<file path="src/rtl/reg_piso_tx.sv">
// reg_piso_tx: parallel-in/serial-out transmitter with valid/ready load and EN-gated shifting; optional even parity via PARITY_EN
module reg_piso_tx #(
    parameter int WIDTH     = 8,
    parameter bit LSB_FIRST = 1'b0
) (
    input  logic             clk,
    input  logic             res,
    input  logic             EN,
    input  logic             load_valid,
    output logic             load_ready,
    input  logic [WIDTH-1:0] load_data,
    output logic             sdo,
    output logic             sdo_valid,
    output logic             busy,
    output logic             done
);
    localparam int CW = $clog2(WIDTH);
    localparam logic [CW-1:0] LAST = CW'(WIDTH - 1);

`ifdef PARITY_EN
    typedef enum logic [1:0] {IDLE, SHIFT, PAR} state_t;
`else
    typedef enum logic {IDLE, SHIFT} state_t;
`endif

    state_t          state_q, state_d;
    logic [WIDTH-1:0] shreg_q, shreg_d;
    logic [CW-1:0]   count_q, count_d;
    logic            sdo_q, sdo_d;
    logic            done_q, done_d;
`ifdef PARITY_EN
    logic            par_q, par_d;
`endif

    // Next state: capture in IDLE, rotate the word so the next bit is always at the output end
    always_comb begin
        state_d = state_q;
        shreg_d = shreg_q;
        count_d = count_q;
        sdo_d   = sdo_q;
        done_d  = 1'b0;
`ifdef PARITY_EN
        par_d   = par_q;
`endif
        case (state_q)
            IDLE: begin
                sdo_d = 1'b0;
                if (load_valid) begin
                    state_d = SHIFT;
                    shreg_d = load_data;
                    count_d = '0;
                    sdo_d   = LSB_FIRST ? load_data[0] : load_data[WIDTH-1];
`ifdef PARITY_EN
                    par_d   = ^load_data;
`endif
                end
            end
            SHIFT: begin
                if (EN) begin
                    if (count_q == LAST) begin
`ifdef PARITY_EN
                        state_d = PAR;
                        sdo_d   = par_q;
`else
                        state_d = IDLE;
                        sdo_d   = 1'b0;
                        done_d  = 1'b1;
`endif
                    end else begin
                        shreg_d = LSB_FIRST ? {shreg_q[0], shreg_q[WIDTH-1:1]}
                                            : {shreg_q[WIDTH-2:0], shreg_q[WIDTH-1]};
                        sdo_d   = LSB_FIRST ? shreg_q[1] : shreg_q[WIDTH-2];
                        count_d = count_q + 1'b1;
                    end
                end
            end
`ifdef PARITY_EN
            PAR: begin
                if (EN) begin
                    state_d = IDLE;
                    sdo_d   = 1'b0;
                    done_d  = 1'b1;
                end
            end
            default: state_d = IDLE;
`endif
        endcase
    end

    // State and output registers; reset wins over everything
    always_ff @(posedge clk) begin
        if (res) begin
            state_q <= IDLE;
            shreg_q <= '0;
            count_q <= '0;
            sdo_q   <= 1'b0;
            done_q  <= 1'b0;
`ifdef PARITY_EN
            par_q   <= 1'b0;
`endif
        end else begin
            state_q <= state_d;
            shreg_q <= shreg_d;
            count_q <= count_d;
            sdo_q   <= sdo_d;
            done_q  <= done_d;
`ifdef PARITY_EN
            par_q   <= par_d;
`endif
        end
    end

    assign load_ready = (state_q == IDLE);
    assign busy       = (state_q != IDLE);
    assign sdo_valid  = (state_q != IDLE);
    assign sdo        = sdo_q;
    assign done       = done_q;
endmodule

</file>
<file path="config.mk">
export PLATFORM = sky130hd
export DESIGN_NAME = reg_piso_tx
export DESIGN_NICKNAME = d
export VERILOG_FILES = /design/src/rtl/reg_piso_tx.sv
export SDC_FILE = /design/constraint.sdc
export NUM_CORES = 1
export LEC_CHECK = 0
export ABC_AREA = 0
export BUFFER_PORTS_ARGS = -buffer_cell sky130_fd_sc_hd__clkbuf_2
export CAP_MARGIN = 10
export CORE_AREA = 3 3 40 42
export CTS_CLUSTER_SIZE = 25
export DETAILED_ROUTE_END_ITERATION = 10
export DIE_AREA = 0 0 43 45
export GPL_ROUTABILITY_DRIVEN = 0
export GPL_TIMING_DRIVEN = 0
export PLACE_DENSITY = 0.81
export REMOVE_ABC_BUFFERS = 1
export SYNTH_ARGS = -nofsm -noshare
export SYNTH_HDL_FRONTEND = slang
export SYNTH_SLANG_ARGS = --single-unit
export TNS_END_PERCENT = 20
</file>
<file path="constraint.sdc">
create_clock -name clk -period 2.2 [get_ports clk]
set_input_delay 0.44 -clock clk [delete_from_list [all_inputs] [get_ports clk]]
set_output_delay 0.44 -clock clk [all_outputs]
set_load 0.01 [all_outputs]
</file>
# Yosys cells after proc, flatten, opt, wreduce, memory -nomap -nowiden
# Index checks and enable logic that the tools add are counted.
# Widths: inputs -> output; s select.
[op_classes]
n_eq_ne = 4
mul = 0
n_div = 0
reduce_logical = 2
add_sub_neg = 1
bitwise = 2
order_cmp = 0
muxes = 17
shifts = 0
[op_table]
columns = ["op", "n"]
rows = [
  ["$mux 8", 3],
  ["$pmux 8 s2", 1],
  ["$mux 3", 3],
  ["$mux 1", 7],
  ["$ne 2x2->1 const B", 3],
  ["$pmux 3 s2", 1],
  ["$pmux 1 s2", 2],
  ["$add 3x1->3 const B", 1],
  ["$eq 3x3->1 const B", 1],
  ["$reduce_and 3->1", 1],
  ["$reduce_or 3->1", 1],
  ["$not 1->1", 2],
]
[totals]
ram_bits = 0
output_inout_bits = 5
latchBits = 0
regBits = 14
rom_bits = 0
elab_cells = 31
input_bits = 12
memories = 0

# Depth between registers and ports, before layout
[depth]
depth_word = 4
ltp_mapped = 6
mapped_depth_nobuf = 5

# Worst setup path before layout
# No wires, ideal clock.
[synth_timing]
kind = "reg2reg"
from = "register count_q[0]"
to = "register sdo_q, in the netlist sdo"
slack_ns = 0.884
period_less_slack_ns = 1.316
path_stages_with_launch = 7
arrival_time_ns = 1.184
setup_time_ns = 0.132
n_path_buf = 1
required_time_ns = 2.068
path_cell_list = "dfxtp_1 ha_1 ha_1 and3b_1 buf_6 a22oi_2 a21oi_1"
[synth_via]
elab_chain_len = 4
[synth_rtl]
columns = ["element", "line", "text"]
rows = [
  ["start: declaration", "28", "logic [CW-1:0] count_q, count_d;"],
  ["start signal: assignment", "104", "count_q <= count_d;"],
  ["$eq 3x3->1", "60", "if (count_q == LAST) begin"],
  ["$mux 1", "60", ""],
  ["$mux 1", "59", "if (EN) begin"],
  ["$pmux 1 s2", "45", "case (state_q)"],
  ["end signal: assignment", "105", "sdo_q <= sdo_d;"],
  ["end: declaration", "29", "logic sdo_q, sdo_d;"],
]
# No other way between the ends. The select of a mux whose other input is x is not followed.
# A chain may end at the register's enable or synchronous reset.

# Final worst setup path
[layout_timing]
from = "register count_q[0]"
to = "register shreg_q[6]"
[layout_via]
elab_chain_len = 3
[layout_rtl]
columns = ["element", "line", "text"]
rows = [
  ["$eq 3x3->1", "60", ""],
  ["$ne 2x2->1 (no line)", "-", ""],
  ["$reduce_and 3->1 (no line)", "-", ""],
  ["end signal: assignment", "103", "shreg_q <= shreg_d;"],
  ["end: declaration", "27", "logic [WIDTH-1:0] shreg_q, shreg_d;"],
]
# No other way between the ends.

==> results.md <==
- Status: finished, final reports clean
- Post_cts resized: 0
- Hold Crit Class: input pin to flop
- Number of fill cells in the layout: between 100 and 150
- Netlist cell types: 18
- CP required: 2.41 ns
- Worst-path fanout max: 11
- Clock Pin Slew Worst Setup and Hold Paths: 0.09 ns
- Post-Route WL: 1193 um
- Cells after synthesis: 66
- # hold bufs at CTS: 0
- Count of pins over their slew limit: 0
- Multiplexer share of the synthesized area: 0%
- Mean post-synth cell area: between 9 and 10 um2
- Placed Area: 655.6 um2
- Synth area leader: dfxtp_1
- Met1 Use GR: 16.38%
- Worst slew margin: between 50% and 60%
- Maximum vdd drop: about 0.33 mV
- Top post-synthesis cells by area: dfxtp_1, a21oi_1, nand3_1
- F_max: around 0.63 GHz
- Final Skew: 0.002182 ns
- Largest net degree at the start of global routing: 15
- WS Path Type: flop to flop
- Avg WL per Cell: 12.56 um
- Setup-failing EPs final: 0
- Grt peak-use layer: met2
- Htree depth: 1
- First DRT Iteration DRCs: 16
- GRT Residual Overflow: 0
- GRT Util Overall: 13.56%
- Crit end category: flop
- Worst hold slack: 0.4284 ns
- Post-synthesis compound-gate area fraction: 21.80%
- Most common cell after layout, fill and taps aside: clkbuf_2
- Vias per Instance: roughly 5.6
- Starting Density: 46.45%
- # rows: 13
- Worst-margin pin slew: roughly 0.65 ns
- CTS sink cnt: 14
- Fin. Hold Viols: 0
- Vias in the first global route: 457
- Share of cells above drive strength 1: a little over a quarter
- Global-route wire length before repair: 1932 um
- CTS root buffer: clkbuf_4
- Min Clock Period, post-route: 1.591 ns
- Yosys top cell area share: between 40% and 50%
- Most frequent cells in the layout: clkbuf_2, dfxtp_1, a21oi_1
- Syn-to-layout area delta: 15.93%
- DRC viols: 0
- Register area share after synthesis: 46.96%
- Total Die Area: 0.001935 mm2
- Setup Buffers After CTS: 0
- Worst-Skew Late Latency: 0.28 ns
- Initial antenna violation count: 0
- Largest family of logic cells by synthesized area: compound AO/OA/AOI/OAI gates
- Via count: about 540
- Final nets: 95
- R2R cell count: 5
- Setup TNS: 0 ns
- Die height: 45 um
- PwrDens: between 700 and 800 mW/mm2
- Synthesized area: 596.8 um2
- Hold path depth: 3
- Design Area, Final: ~700 um2
- Synth Area in Adders: 4.193%
- TritonRoute pass-1 iters: 4
- IO Port Bufs: 16
- Final worst path period share: 72.32%
- Met3 Resource Use GR: under 10%
- Met2 track demand over resource: 20.96%
- CTS tree: yes
- # Max-Cap Violations: 0
- Synth Area in XOR/XNOR: 0%
- Number of synthesized register bits: 14
- Number of I/O pins: 17
- Routed Antenna Nets: 0
- CP arrival: 1.80 ns
- Diode count: 0
- Num CTS Buffers: 3
- Synth warn: 0
- Die width: 43 um
- Longest Clk Path Bufs: 2
- DP Wirelength: 804.4 um
- Startpoint types: flop
- Simple-gate share of the synthesized area: between 10% and 20%
- Core area: 0.001285 mm2
- Leak: roughly 0.29 nW
- RSZ-0062 raised after global routing: false
==> routing by layer <==
metal  part of all wire, %  routed length (um)
met5                     0                   0
met4                   2.4                  29
met3                   5.3                  63
met2                    51                 605
met1                    41                 495
==> critical path, stage by stage (launching register included) <==
cell	delay [ns]
dfxtp_1	0.33
ha_1	0.20
ha_1	0.20
and3b_1	0.47
a22oi_1	0.16
a21oi_1	0.17
==> cell families after synthesis <==
| logic type | Yosys count |
|---|---|
| compound gates | 21 |
| fa+ha+maj | 2 |
| buf+inv | 7 |
| flops | 14 |
| simple gates | 22 |
==> state kept, by name, indices dropped and copies added, names as in the netlist <==
signal / count
count_q: 3
sdo: 1
busy: 1
done: 1
shreg_q: 8
==> final timing paths <==
kind / startpoint / to / slack (ns)
max: count_q[0] / shreg_q[6] / 0.61
min: EN / done / 0.43
max reg2reg: count_q[0] / shreg_q[6] / 0.61
min reg2reg: shreg_q[1] / shreg_q[1] / 0.47
==> final cells by class <==
type / instances / area [um2] / share of cell area [%]
flip-flops and latches: 14 / 280.3 / 40.51
multi-input cells: 45 / 272.8 / 39.42
repair buffers: 16 / 80.08 / 11.57
clock buffers: 4 / 36.28 / 5.244
well taps: 15 / 18.77 / 2.712
inverters: 1 / 3.754 / 0.5425
==> metrics by stage <==
| stage | instances | utilization [%] | setup slack (ns) | power, mW |
|---|---|---|---|---|
| 6_report | 95 | 53.85 | 0.6089 | 0.5231 |
| 3_3_place_gp | 91 | 51.02 | 0.6544 | 0.3413 |
| 5_1_grt | 95 | 53.85 | 0.4805 | 0.5486 |
| 3_5_place_dp | 91 | 51.02 | 0.6424 | 0.3430 |
| 2_1_floorplan | 60 | - | 0.8159 | 0.3151 |
| 4_1_cts | 95 | 53.85 | 0.6100 | 0.5273 |
==> power by group <==
group	total, mW	internal, mW	switching, mW
Sequential	0.276	0.267	0.00924
Combinational	0.0615	0.0251	0.0364
Clock	0.185	0.101	0.0848
Total	0.523	0.393	0.130
==> synthesized netlist by cell type <==
library cell and count:
a22oi_1 7, and3b_1 1, buf_2 2, buf_4 2, nand3_1 11, nor3_1 1, nand2_1 3, nor2_1 1
a22oi_2 1, clkbuf_1 1, buf_6 1, dfxtp_1 14, a21oi_1 13, nor2b_1 1, ha_1 2, inv_1 1
nand2b_1 2, nand3b_1 2
Power figures use the tool's default switching activity.
